`config.mk`:
```
export PLATFORM = sky130hd
export DESIGN_NAME = comma_aligner
export DESIGN_NICKNAME = d
export VERILOG_FILES = /design/src/rtl/comma_aligner.sv
export SDC_FILE = /design/constraint.sdc
export NUM_CORES = 1
export LEC_CHECK = 0
export CAP_MARGIN = 5
export CORE_ASPECT_RATIO = 0.6
export CORE_UTILIZATION = 40
export CTS_CLUSTER_SIZE = 24
export DETAILED_ROUTE_END_ITERATION = 8
export PLACE_DENSITY = 0.66
export SETUP_SLACK_MARGIN = 0.05
export SLEW_MARGIN = 40
export SYNTH_ARGS = -nofsm -noshare
export SYNTH_HDL_FRONTEND = slang
export SYNTH_SLANG_ARGS = --single-unit
```
`constraint.sdc`:
```
create_clock -name i_Clk -period 1.7 [get_ports i_Clk]
set_clock_uncertainty 0.1 [all_clocks]
set_input_delay 0.17 -clock i_Clk [delete_from_list [all_inputs] [get_ports i_Clk]]
set_output_delay 0.17 -clock i_Clk [all_outputs]
set_load 0.01 [all_outputs]
```
`src/rtl/comma_aligner.sv`:
```
// Serial-to-parallel word aligner: hunts for a comma pattern, verifies repeated
// aligned commas before declaring lock, and drops lock after repeated misaligned commas.
module comma_aligner #(
  parameter int unsigned      SYM_W      = 10,
  parameter logic [SYM_W-1:0] COMMA_P    = SYM_W'(10'b0011111010),
  parameter bit               CHECK_BOTH = 1'b1,
  parameter int unsigned      LOCK_CNT   = 3,
  parameter int unsigned      LOSS_CNT   = 4
) (
  input  logic             i_Clk,
  input  logic             i_Rst,
  input  logic             i_Ser_Data,
  input  logic             i_Bit_Valid,
  input  logic             i_Realign,
  output logic [SYM_W-1:0] o_Sym,
  output logic             o_Sym_Valid,
  output logic             o_Is_Comma,
  output logic             o_Locked,
  output logic [1:0]       o_State
);

  localparam int unsigned         BCNT_W    = $clog2(SYM_W);
  localparam int unsigned         CNT_W     = 4;
  localparam logic [BCNT_W-1:0]   BCNT_LAST = BCNT_W'(SYM_W - 1);
  localparam logic [CNT_W-1:0]    CNT_MAX   = '1;
  localparam logic [CNT_W-1:0]    LOCK_THR  = CNT_W'(LOCK_CNT);
  localparam logic [CNT_W-1:0]    LOSS_THR  = CNT_W'(LOSS_CNT);

  typedef enum logic [1:0] {
    ST_HUNT   = 2'd0,
    ST_VERIFY = 2'd1,
    ST_LOCKED = 2'd2
  } state_t;

  state_t             r_state;
  state_t             w_state_nxt;
  // Only the low SYM_W-1 bits of the shift register ever reach the next symbol.
  logic [SYM_W-2:0]   r_sr;
  logic [SYM_W-2:0]   w_sr_nxt;
  logic [BCNT_W-1:0]  r_bcnt;
  logic [BCNT_W-1:0]  w_bcnt_nxt;
  logic [CNT_W-1:0]   r_good;
  logic [CNT_W-1:0]   w_good_nxt;
  logic [CNT_W-1:0]   r_bad;
  logic [CNT_W-1:0]   w_bad_nxt;
  logic [SYM_W-1:0]   r_sym;
  logic               r_sym_valid;
  logic               r_is_comma;
  logic               r_locked;

  logic [SYM_W-1:0]   w_next;
  logic               w_match;
  logic               w_boundary;
  logic [CNT_W-1:0]   w_good_inc;
  logic [CNT_W-1:0]   w_bad_inc;
  logic               w_emit;
  logic               w_emit_comma;

  assign w_next     = {r_sr, i_Ser_Data};
  assign w_match    = i_Bit_Valid &&
                      ((w_next == COMMA_P) || (CHECK_BOTH && (w_next == ~COMMA_P)));
  assign w_boundary = i_Bit_Valid && (r_bcnt == BCNT_LAST);
  assign w_good_inc = (r_good == CNT_MAX) ? r_good : r_good + CNT_W'(1);
  assign w_bad_inc  = (r_bad == CNT_MAX) ? r_bad : r_bad + CNT_W'(1);

  // Next-state, counter and symbol-emit decisions.
  always_comb begin
    w_state_nxt  = r_state;
    w_sr_nxt     = r_sr;
    w_bcnt_nxt   = r_bcnt;
    w_good_nxt   = r_good;
    w_bad_nxt    = r_bad;
    w_emit       = 1'b0;
    w_emit_comma = 1'b0;

    if (i_Bit_Valid) begin
      w_sr_nxt   = w_next[SYM_W-2:0];
      w_bcnt_nxt = w_boundary ? '0 : r_bcnt + BCNT_W'(1);
    end

    if (i_Realign) begin
      w_state_nxt = ST_HUNT;
      w_bcnt_nxt  = '0;
      w_good_nxt  = '0;
      w_bad_nxt   = '0;
    end else begin
      case (r_state)
        ST_HUNT: begin
          if (w_match) begin
            w_bcnt_nxt   = '0;
            w_emit       = 1'b1;
            w_emit_comma = 1'b1;
            w_good_nxt   = CNT_W'(1);
            w_state_nxt  = (LOCK_CNT <= 1) ? ST_LOCKED : ST_VERIFY;
          end
        end
        ST_VERIFY: begin
          if (w_boundary) begin
            w_emit       = 1'b1;
            w_emit_comma = w_match;
          end
          if (w_match && w_boundary) begin
            w_good_nxt = w_good_inc;
            if (w_good_inc >= LOCK_THR) begin
              w_state_nxt = ST_LOCKED;
              w_bad_nxt   = '0;
            end
          end else if (w_match) begin
            // Comma seen off the boundary: restart the frame on this comma.
            w_bcnt_nxt   = '0;
            w_emit       = 1'b1;
            w_emit_comma = 1'b1;
            w_good_nxt   = CNT_W'(1);
          end
        end
        ST_LOCKED: begin
          if (w_boundary) begin
            w_emit       = 1'b1;
            w_emit_comma = w_match;
          end
          if (w_match && w_boundary) begin
            w_bad_nxt = '0;
          end else if (w_match) begin
            w_bad_nxt = w_bad_inc;
            if (w_bad_inc >= LOSS_THR) begin
              w_state_nxt  = ST_HUNT;
              w_good_nxt   = '0;
              w_bad_nxt    = '0;
              w_emit       = 1'b0;
              w_emit_comma = 1'b0;
            end
          end
        end
        default: begin
          w_state_nxt = ST_HUNT;
        end
      endcase
    end
  end

  // State, datapath and registered outputs.
  always_ff @(posedge i_Clk) begin
    if (i_Rst) begin
      r_state     <= ST_HUNT;
      r_sr        <= '0;
      r_bcnt      <= '0;
      r_good      <= '0;
      r_bad       <= '0;
      r_sym       <= '0;
      r_sym_valid <= 1'b0;
      r_is_comma  <= 1'b0;
      r_locked    <= 1'b0;
    end else begin
      r_state     <= w_state_nxt;
      r_sr        <= w_sr_nxt;
      r_bcnt      <= w_bcnt_nxt;
      r_good      <= w_good_nxt;
      r_bad       <= w_bad_nxt;
      r_sym_valid <= w_emit;
      r_is_comma  <= w_emit & w_emit_comma;
      r_locked    <= (w_state_nxt == ST_LOCKED);
      if (w_emit) begin
        r_sym <= w_next;
      end
    end
  end

  assign o_Sym       = r_sym;
  assign o_Sym_Valid = r_sym_valid;
  assign o_Is_Comma  = r_is_comma;
  assign o_Locked    = r_locked;
  assign o_State     = r_state;

endmodule

```
; ---- Word level (Yosys, flattened, before mapping)
; Cells that the tools add are included.
; W data, S select, Z words.
[totals]
output_inout_bits = 15
word_cells = 83
input_bits = 5
regBits = 36
[classes]
addsub = 3
mux = 44
order_cmp = 2
eq_ne = 14
bitwise_logic = 1
reduce_logical = 10
[op_table]
columns = op, n
row1 = $mux W4, 16
row2 = $pmux W4 S2, 2
row3 = $mux W1, 15
row4 = $mux W2, 7
row5 = $add A4 B1 Y4 const B, 3
row6 = $eq A4 B4 Y1 const B, 3
row7 = $pmux W4 S3, 1
row8 = $eq A10 B10 Y1 const B, 1
row9 = $eq A10 B8 Y1 const B, 1
row10 = $ne A2 B2 Y1 const B, 5
row11 = $reduce_and A4 Y1, 2
row12 = $pmux W1 S3, 2
row13 = $pmux W2 S3, 1
row14 = $eq A2 B2 Y1 const B, 2
row15 = $ge A4 B2 Y1 const B, 1
row16 = $ge A4 B3 Y1 const B, 1
row17 = $logic_and A1 B1 Y1, 3
row18 = $ne A3 B3 Y1 const B, 1
row19 = $reduce_bool A3 Y1, 1
row20 = $eq A2 B1 Y1 const B, 1
row21 = $logic_not A2 Y1, 1
row22 = $reduce_bool A2 Y1, 1
row23 = $reduce_or A2 Y1, 1
row24 = $and A1 B1 Y1, 1
row25 = $logic_or A1 B1 Y1, 1

; ---- Longest topological paths before layout
[logic_depth]
word_depth = 10
mapped_depth = 8
depth_no_buf = 7

; ---- Worst setup path after synthesis
; No wires, ideal clock.
[synth_timing]
path_kind = register to register
startpoint = register r_state[0], in the netlist o_State[0]
endpoint = register r_bad[1]
path_stages_with_launch = 9
synth_period_minus_slack_ns = 1.992
t_arrival_ns = 1.806
setup_ns = 0.086
required_time_ns = 1.514
slack_ns = -0.292
path_cell_list = dfxtp_1 inv_1 ha_1 clkbuf_1 and2_1 a41oi_1 a21boi_0 a21oi_2 a221oi_2
[synth_via]
elab_chain_cells = 3
word_cells_on_any_way = 8
[synth_lines]
columns = item, line_no
row1 = "start, declared", 35  ; state_t r_state;
row2 = "start signal, assigned", 154  ; r_state <= w_state_nxt;
row3 = $eq A2 B2 Y1 / $eq A2 B1 Y1 (equally long branches), 87  ; case (r_state)
row4 = $ne A3 B3 Y1 (no source line) (tied with other cells), -
row5 = $reduce_and A4 Y1 (no source line), -
row6 = "end signal, assigned", 158  ; r_bad <= w_bad_nxt;
row7 = "end, declared", 44  ; logic [CNT_W-1:0] r_bad;
; Parallel ways exist; a longest one is shown, timed or not.
; A chain may end at the register's enable or synchronous reset.

; ---- Final worst setup path
[layout_timing]
startpoint = register r_sr[1]
endpoint = register r_locked, in the netlist o_Locked
[layout_via]
elab_chain_cells = 8
word_cells_on_any_way = 12
[layout_lines]
columns = item, line_no
row1 = "start, declared", 38  ; logic [SYM_W-2:0] r_sr;
row2 = "start signal, assigned", 155  ; r_sr <= w_sr_nxt;
row3 = $eq A10 B8 Y1 / $eq A10 B10 Y1 (equally long branches), 61  ; ((w_next == COMMA_P) || (CHECK_BOTH && (w_next == ~COMMA_P)));
row4 = $logic_or A1 B1 Y1 *, 61
row5 = $logic_and A1 B1 Y1 *, 60  ; assign w_match = i_Bit_Valid &&
row6 = $mux W2 / $logic_and A1 B1 Y1 (equally long branches), "123, 102, 121"
row7 = $mux W2 (on tied branches), "121, 102"
row8 = $pmux W2 S3 *, 87
row9 = $mux W2 *, 81  ; if (i_Realign) begin
row10 = $eq A2 B2 Y1 *, 161  ; r_locked <= (w_state_nxt == ST_LOCKED);
row11 = "end signal, assigned", 161
row12 = "end, declared", 49  ; logic r_locked;
; Every way passes the cells marked *; elsewhere a longest branch is shown, timed or not.

==> impl_metrics.env <==
export IMPL_status="complete, but fails checks"
export IMPL_violations="negative setup slack"
export IMPL_total_power_mw=1.62
export IMPL_ys_warn_count=0
export IMPL_die_h_microns=57.8
export IMPL_crit_arrival_ns=2.14
export IMPL_grt_pass1_vias=1860
export IMPL_cts_htree_levels=2
export IMPL_tritoncts="built"
export IMPL_peakVddDrop_uv=283
export IMPL_setup_viol=21
export IMPL_crit_type="register to register"
export IMPL_setup_slack_ns=-0.327
export IMPL_synth_top_cell_by_area="dfxtp_1"
export IMPL_areaGrowthSynthToFinish_pct=54.9
export IMPL_path_cells="nor4b_4, buf_4, nand4_4, buf_4, a221oi_2, o2bb2ai_1, a211oi_2"
export IMPL_min_delay_start="r_bad[2]"
export IMPL_cts_hold_fix_buffers=0
export IMPL_drc_errors=0
export IMPL_fin_crit_ns=2.03
export IMPL_nNetsFinal=328
export IMPL_place_inst=361
export IMPL_hold_violations=0
export IMPL_start_util_pct=43.5
export IMPL_cp_max_fo=5
export IMPL_async_flop_share_pct=0
export IMPL_clkSlewWorstSetupHoldPaths_ns=0.08
export IMPL_grt_ovfl_total=0
export IMPL_io_pins=20
export IMPL_timing_critical_path_buf_inv=2
export IMPL_viasPerCell=5.30
export IMPL_worstReg2RegStart="r_sr[1]"
export IMPL_track_usage_pct=22.3
export IMPL_maxCapViolations=0
export IMPL_ys_top_cells_by_area="dfxtp_1 (35%), mux2i_1 (11%), nand2b_1 (5.4%)"
export IMPL_num_vias=2009
export IMPL_grt_first_pass_wirelength_mm=9.14
export IMPL_crit_path_start_kind="register"
export IMPL_critPathCaptureType="register"
export IMPL_root_buffer="clkbuf_8"
export IMPL_cpPeakStageDelay_ns=0.37
export IMPL_io_buffer_count=19
export IMPL_wirelength_mm=5.97
export IMPL_finalCritPeriodShare_pct=119
export IMPL_power_density_nw_per_um2=505
export IMPL_coreArea_sq_um=4780
export IMPL_synth_edf_count=0
export IMPL_numCtsBuffers=5
export IMPL_dr_pass1_iters=4
export IMPL_clockBufferDepth=2
export IMPL_antenna_left=0
export IMPL_antenna_found_initial=0
export IMPL_synthCells=231
export IMPL_relSlewSlack_pct=70.2
export IMPL_drv_slew=0
export IMPL_stdcell_count=379
export IMPL_rsz0062_at_grt="yes"
export IMPL_worstRegToRegCells=7
export IMPL_diodes=0
export IMPL_synth_main_ff_cell="dfxtp_1"
export IMPL_cp_common_cell="buf_4"
export IMPL_required_ns=1.82
export IMPL_leakagePower_nw=1.25
export IMPL_yosys_area_top_type_share_pct=34.7
export IMPL_r2r_end="o_Locked"
export IMPL_drt_iter0_markers=105
export IMPL_wl_per_cell_microns=15.8
export IMPL_regToRegSetupSlack_ns=-0.33
export IMPL_critical_path_top_delay_family="compound AO/OA/AOI/OAI gates"
export IMPL_syn_avg_cell_area_sq_um=8.99
export IMPL_synth_cell_types=54
export IMPL_hold_path_depth=2
export IMPL_row_count=19
export IMPL_layout_drive_gt1_share_pct=41.1
export IMPL_ys_ff_latch=36
export IMPL_die_area_sq_um=5490
export IMPL_hpwl_mm=4.13
export IMPL_place_congestion=0.908
export IMPL_syn_nets=244
export IMPL_grt_max_degree=32
export IMPL_yosysSeqAreaShare_pct=34.7
export IMPL_fmax_mhz=493
export IMPL_clock_sinks=36
export IMPL_synth_area_sq_um=2080
export IMPL_utilization_pct=67.3
export IMPL_cpMaxStageDelayCell="nor4b_4"
export IMPL_min_path_type="register to register"
export IMPL_tightest_slew_ns=0.446
export IMPL_clock_latency_ns=0.30
export IMPL_worst_hold_path_endpoint="r_bad[2]"
export IMPL_die_w_microns=95.0
layout make-up:
class                           instances  area [sq um]
Inverter                               10          37.5
Timing Repair Buffer                   86           743
Clock buffer                            6          82.6
Fill cell                             372          1560
Clock inverter                          2          15.0
Multi-Input combinational cell        176          1520
Tap cell                               63          78.8
Sequential cell                        36           736
power breakdown:
group | total [mW] | switching (mW) | internal, mW | leakage (nW)
sequential | 0.850 | 0.00434 | 0.846 | 0.295
clock | 0.668 | 0.340 | 0.328 | 0.0434
combinational | 0.105 | 0.0529 | 0.0522 | 0.913
total | 1.62 | 0.398 | 1.23 | 1.25
through the flow:
step                worst slack (ns)  cell area, sq um  setup TNS, ns  hold slack (ns)
detailed placement            -0.675              2780         -14.93            0.346
floorplan                     -0.149              2110          -1.27            0.218
global placement              -0.606              2780         -14.13            0.353
CTS                           -0.277              3010          -4.79            0.356
finish                        -0.327              3220          -6.09            0.365
global route                  -0.422              3220          -8.14            0.394
layout by cell type, fill, tap and decap left out, types with 5 or more instances in the layout:
cell type / count
a211oi_2: 6
a21oi_1: 7
buf_4: 60
buf_6: 5
clkbuf_8: 6
clkdlybuf4s50_1: 17
dfxtp_1: 26
dfxtp_2: 9
ha_1: 5
inv_1: 8
mux2i_1: 22
nand2_1: 10
nand2b_1: 18
nand4_1: 6
nor2_1: 25
cell usage after synthesis (2+ instances only):
cell / n
nor3_1: 2
a21oi_1: 7
o211ai_1: 2
nor4b_4: 2
xor2_1: 2
a21o_1: 3
a221oi_2: 2
nor2b_1: 2
clkbuf_1: 6
mux2i_1: 22
and3_1: 3
a221oi_1: 2
a22o_1: 2
nand2b_1: 18
a21boi_0: 2
or2b_1: 3
ha_1: 8
nand2_1: 12
or3_1: 2
nand4_1: 6
and2_1: 5
nor2_1: 29
inv_1: 10
and4b_1: 3
dfxtp_1: 36
or2_2: 2
o21ai_0: 7
a211oi_1: 5
worst min-delay path, cell delays in order (launching register included):
cell and delay [ns]:
dfxtp_1 0.33, nand2_1 0.06, nor2_1 0.04
registers in the layout, indices dropped and copies added, names as in the netlist:
| name | flops |
|---|---|
| o_Is_Comma | 1 |
| o_Locked | 1 |
| o_State | 2 |
| o_Sym | 10 |
| o_Sym_Valid | 1 |
| r_bad | 4 |
| r_bcnt | 4 |
| r_good | 4 |
| r_sr | 9 |
worst max path at each step:
stage	cells past startpoint	from	slack, ns	endpoint
floorplan	7	r_bcnt[1]	-0.15	r_bad[1]
global placement	6	i_Ser_Data	-0.61	r_bad[1]
detailed placement	7	i_Ser_Data	-0.68	o_Sym[9]
CTS	7	r_bcnt[1]	-0.28	r_bad[1]
global route	9	r_bcnt[1]	-0.42	r_bad[3]
finish	7	r_sr[1]	-0.33	o_Locked
routing by layer:
| metal | vias up | GRT usage (%) | wire length, microns |
|---|---|---|---|
| met3 | 6 | 5.91 | 219 |
| met4 | 0 | 4.55 | 45 |
| met1 | 960 | 35.0 | 3390 |
| met5 | - | 0 | 0 |
| met2 | 32 | 29.8 | 2320 |
| li1 | 1011 | - | - |
kinds of logic (layout without fill, tap and decap cells):
logic type | after synthesis | count (layout) | synth area share, %
DFF | 36 | 36 | 34.7
adders and majority gates | 8 | 8 | 4.82
and+or+nand+nor | 95 | 95 | 26.6
muxes | 22 | 22 | 10.6
xor gates and xnor gates | 3 | 3 | 1.27
AOI/OAI and AO/OA | 48 | 48 | 18.4
buffers and inverters | 19 | 104 | 3.67
timing repair:
item / 4_1_cts / 5_1_grt
pin swaps: 13 / 23
setup buffers: 5 / 7
gates resized for setup: 30 / 29
endpoints found under the setup margin: 27 / 27
gates cloned: 0 / 1
Note: power is estimated with default switching activity, not from simulation.
